`src/rtl/cic_comp_pkg.sv`:
```
// Shared constants, FSM state type and coefficient table for the post-CIC
// compensation FIR and its output stages.
package cic_comp_pkg;

  localparam int DATA_W        = 16;
  localparam int NTAPS         = 7;
  localparam int DECIM_DEFAULT = 2;
  localparam int COEF_W        = 12;
  localparam int COEF_FRAC     = 10;
  localparam int ACC_W         = 32;
  localparam int TAP_W         = $clog2(NTAPS);
  localparam int PROD_W        = DATA_W + COEF_W;

  typedef enum logic [1:0] {
    IDLE = 2'd0,
    MAC  = 2'd1,
    OUT  = 2'd2
  } state_t;

  // Symmetric 7-tap table, sums to 1024 (unity DC gain at COEF_FRAC=10).
  function automatic logic signed [COEF_W-1:0] coef(input logic [TAP_W-1:0] k);
    case (k)
      3'd0, 3'd6: coef = -12'sd32;
      3'd2, 3'd4: coef = 12'sd288;
      3'd3:       coef = 12'sd512;
      default:    coef = '0;
    endcase
  endfunction

endpackage

```
`src/rtl/round_sat.sv`:
```
// Combinational round-half-up and clamp from the accumulator width down to
// a DATA_W signed sample.
module round_sat
  import cic_comp_pkg::*;
(
  input  logic signed [ACC_W-1:0]  acc,
  output logic signed [DATA_W-1:0] y
);

  localparam logic signed [ACC_W-1:0] HALF  = ACC_W'(1 << (COEF_FRAC - 1));
  localparam logic signed [ACC_W-1:0] MAX_V = ACC_W'((1 << (DATA_W - 1)) - 1);
  localparam logic signed [ACC_W-1:0] MIN_V = -MAX_V - ACC_W'(1);

  logic signed [ACC_W-1:0] rounded;

  always_comb begin
    rounded = (acc + HALF) >>> COEF_FRAC;
    if (rounded > MAX_V) begin
      y = MAX_V[DATA_W-1:0];
    end else if (rounded < MIN_V) begin
      y = MIN_V[DATA_W-1:0];
    end else begin
      y = rounded[DATA_W-1:0];
    end
  end

endmodule

```
`src/rtl/cic_comp_fir.sv`:
```
// Post-CIC compensation FIR: 7-tap symmetric filter on one time-shared MAC,
// decimating by DECIM with rounded, saturated 16-bit output.
module cic_comp_fir
  import cic_comp_pkg::*;
#(
  parameter int DECIM = DECIM_DEFAULT
) (
  input  logic                     clk,
  input  logic                     reset,
  input  logic                     in_valid,
  input  logic signed [DATA_W-1:0] in_data,
  output logic                     in_ready,
  output logic                     out_valid,
  output logic signed [DATA_W-1:0] out_data,
  output logic                     overrun,
  output state_t                   fsm_state
);

  localparam int PH_W = (DECIM > 1) ? $clog2(DECIM) : 1;

  // Handshake: a sample transfers on a clock edge where in_valid && in_ready;
  // in_valid with in_ready low drops the sample and sets the sticky overrun.
  state_t                   state;
  state_t                   state_nxt;
  logic [TAP_W-1:0]         tap;
  logic [PH_W-1:0]          phase;
  logic signed [ACC_W-1:0]  acc;
  logic signed [DATA_W-1:0] x [NTAPS];
  logic signed [PROD_W-1:0] prod;
  logic signed [DATA_W-1:0] sat_data;
  logic                     accept;
  logic                     trigger;

  assign accept  = in_valid && in_ready;
  assign trigger = accept && (phase == PH_W'(DECIM - 1));

  always_ff @(posedge clk or posedge reset) begin
    if (reset) begin
      state <= IDLE;
    end else begin
      state <= state_nxt;
    end
  end

  always_comb begin
    state_nxt = state;
    case (state)
      IDLE:    if (trigger) state_nxt = MAC;
      MAC:     if (tap == TAP_W'(NTAPS - 1)) state_nxt = OUT;
      OUT:     state_nxt = IDLE;
      default: state_nxt = IDLE;
    endcase
  end

  always_comb begin
    in_ready  = (state == IDLE);
    fsm_state = state;
  end

  always_comb begin
    prod = PROD_W'(coef(tap)) * PROD_W'(x[tap]);
  end

  round_sat u_round_sat (
    .acc (acc),
    .y   (sat_data)
  );

  // Delay line only moves on accepts, so it is naturally frozen during MAC.
  always_ff @(posedge clk or posedge reset) begin
    if (reset) begin
      out_valid <= 1'b0;
      out_data  <= '0;
      overrun   <= 1'b0;
      acc       <= '0;
      tap       <= '0;
      phase     <= '0;
      for (int k = 0; k < NTAPS; k++) x[k] <= '0;
    end else begin
      out_valid <= (state == OUT);
      if (state == OUT) out_data <= sat_data;
      if (in_valid && !in_ready) overrun <= 1'b1;
      if (accept) begin
        x[0] <= in_data;
        for (int k = 1; k < NTAPS; k++) x[k] <= x[k-1];
        phase <= (phase == PH_W'(DECIM - 1)) ? '0 : phase + 1'b1;
      end
      if (trigger) begin
        acc <= '0;
        tap <= '0;
      end else if (state == MAC) begin
        acc <= acc + ACC_W'(prod);
        tap <= tap + 1'b1;
      end
    end
  end

endmodule

```
`config.mk`:
```
export PLATFORM = sky130hd
export DESIGN_NAME = cic_comp_fir
export DESIGN_NICKNAME = d
export VERILOG_FILES = /design/src/rtl/cic_comp_pkg.sv /design/src/rtl/round_sat.sv /design/src/rtl/cic_comp_fir.sv
export SDC_FILE = /design/constraint.sdc
export NUM_CORES = 1
export LEC_CHECK = 0
export CAP_MARGIN = 20
export CORE_UTILIZATION = 35
export CTS_CLUSTER_SIZE = 12
export DETAILED_ROUTE_END_ITERATION = 10
export SLEW_MARGIN = 5
export SYNTH_ARGS = -nofsm -noshare
export SYNTH_HDL_FRONTEND = slang
export SYNTH_SLANG_ARGS = --single-unit
```
`constraint.sdc`:
```
create_clock -name clk -period 11.1 [get_ports clk]
set_input_delay 2.22 -clock clk [delete_from_list [all_inputs] [get_ports clk]]
set_output_delay 2.22 -clock clk [all_outputs]
set_load 0.02 [all_outputs]
```
==> qor.csv <==
metric,value,unit
synth_area,12520,sq um
diodes,0,
post_cts_buffers,0,
slew_violations,0,
synth_seq_cells,163,
ys_async_sr_fraction,100.0,%
setup_viol,0,
port_buffers,39,
ant_nets,0,
period_share,72.59,%
syn_inst,1113,
layout.nets,1372,
wl,25.11,mm
grt_first_pass_wirelength,42.45,mm
ys_warn_count,0,
topRoutingLayerUsed,met4,
finClkSkew,14.34,ps
synth.largest_area_cell,dfrtp_1,
die_w,191.2,um
insertion_delay,440,ps
die-area,36540,sq um
wl_met1,12.83,mm
synth_area_leaders,"dfrtp_1 33%, fa_1 17%, mux2_2 11%",
dr_wl_met2,11.29,mm
cts_buffers,17,
wl_per_cell,15.63,um
avgViaCountPerCell,4.935,
pin_count,40,
areaGrowthSynthToFinish,11.32,%
synth_top_flop_cell,dfrtp_1,
dr_total_vias,7931,
rows,68,
drive_gt1_share,17.71,%
path_clk_slew,70,ps
yosysUniqueCellTypes,60,
cp.required,11390,ps
hp-start,overrun,
yosysMostFrequentCell,dfrtp_1,
start_util,35.90,%
finalNonFillerCells,1607,
cts_tree,yes,
htree_levels,4,
crit_type,flop to flop,
ctsResizeCount,0,
min_period,8058,ps
antenna_found_initial,0,
dr.pass1.iters,5,
overflow,0,
syn-num-nets,1345,
gp_congestion,0.8342,
hpwl,19.16,mm
clock.fmax,0.1241,GHz
status,finished clean,
drtIter0Drc,447,
grt_max_degree,88,
die_h,191.2,um
maxCapViolCount,0,
cts_hold_buffers,0,
placed_cells,1576,
max_slew_margin,34.06,%
cts-root-buf,clkbuf_16,
synth-edff-count,0,
grt_use_total,14.75,%
cp-startpoint,tap[1],
drc,0,
wl_met3,720,um
endpoint_kind,flop,
crit_arrival,8350,ps
synthTopCellsByCount,"163 x dfrtp_1, 129 x inv_1, 117 x mux2_2",
rsz0062_at_grt,no,
tns,0,ps
critPathLaunchType,flop,
avgSynthCellArea,11.25,sq um
worstMarginPinSlew,989.1,ps
hold_viol,0,
yosysTopAreaCellShare,32.57,%
reg2reg_from,tap[1],
grt_pass1_vias,7987,
critPathMaxFanout,32,
clock_sinks,163,
cts.path.max_buffers,2,
core-area,34880,sq um
seq_area_frac_synth,32.57,%
hold_path_class,flop to flop,
## area by class of cell
cell class / count / area (sq um)
clock buffer: 18 / 439.2
clock inverter: 13 / 127.6
tap: 455 / 569.3
sequential: 163 / 4079
timing repair buffer: 49 / 465.4
fill: 3402 / 20940
multi-input combinational: 780 / 7770
inverter: 129 / 489.2
## worst paths after layout
| kind | to | slack, ps | depth (start not counted) |
|---|---|---|---|
| min in group asynchronous | overrun | 2320 | 2 |
| max in group asynchronous | x[29] | 7290 | 3 |
| min | overrun | 480 | 1 |
| max reg2reg | acc[30] | 3040 | 25 |
| min reg2reg | overrun | 480 | 1 |
| max | acc[30] | 3040 | 25 |
## worst max-delay path, cell delays in order (launching register included)
cell and delay (ps):
dfrtp_1 460, buf_4 460, ha_1 270, nand2_1 100, o21ai_1 100, buf_4 220
inv_1 340, nor2_1 710, inv_1 170, fa_1 570, inv_1 50, fa_1 470
fa_1 530, fa_1 520, fa_1 490, ha_1 300, ha_1 380, o21a_1 150
o211ai_1 110, a2111oi_1 480, a211oi_1 200, o31ai_1 370, a21o_1 170, a21oi_1 70
xor2_1 130, o21ai_1 70
## through the flow
step	hold WS [ps]	worst slack, ps	instance area [sq um]	utilization (%)
global placement	460.1	3250	13370	38.34
detailed placement	465.9	3053	13370	38.34
CTS	484.7	2977	13940	39.96
finish	478.1	3042	13940	39.96
global route	517.7	2496	13940	39.96
floorplan	466.1	3838	12520	-
## state kept, by name, summed over array words and instances, names as in the netlist
signal / cells
out_valid: 1
acc: 27
overrun: 1
tap: 3
out_data: 16
phase: 1
x: 112
fsm_state: 2
## routing by layer
metal	global-route usage, %	vias up
met1	21.48	3963
li1	-	3841
met2	22.71	106
met3	2.515	21
met5	0	-
met4	3.449	0
## layout by cell type (no fill, tap or decap), drive strengths merged, types with 3 or more instances in the layout
master	n
o21a	5
nor2b	3
and3	3
o31a	3
clkdlybuf4s50	39
a211oi	5
a21oi	42
inv	133
nand3	13
o21bai	4
nor3	5
a22o	6
nand4	5
nor2	78
o211ai	16
a31oi	5
o2111ai	3
clkbuf	18
a221o	5
fa	108
and2	5
xnor2	22
dfrtp	163
nand2	81
nand2b	7
a21o	19
xor2	20
buf	10
o21ai	47
mux4	16
clkinv	7
ha	105
mux2i	11
mux2	117
or2	3
## cell families (layout without fill, tap and decap cells)
| group | Yosys count | after routing | synth area share [%] |
|---|---|---|---|
| buf+inv | 170 | 209 | 5.426 |
| xor+xnor | 42 | 42 | 2.938 |
| flops | 163 | 163 | 32.57 |
| compound gates | 170 | 170 | 9.313 |
| simple gates | 211 | 211 | 7.714 |
| mux | 144 | 144 | 14.28 |
| fa+ha+maj | 213 | 213 | 27.76 |
Power is left out: the tool's default activity adds up to more than one toggle a clock period on the data nets, which glitch-free logic cannot reach.
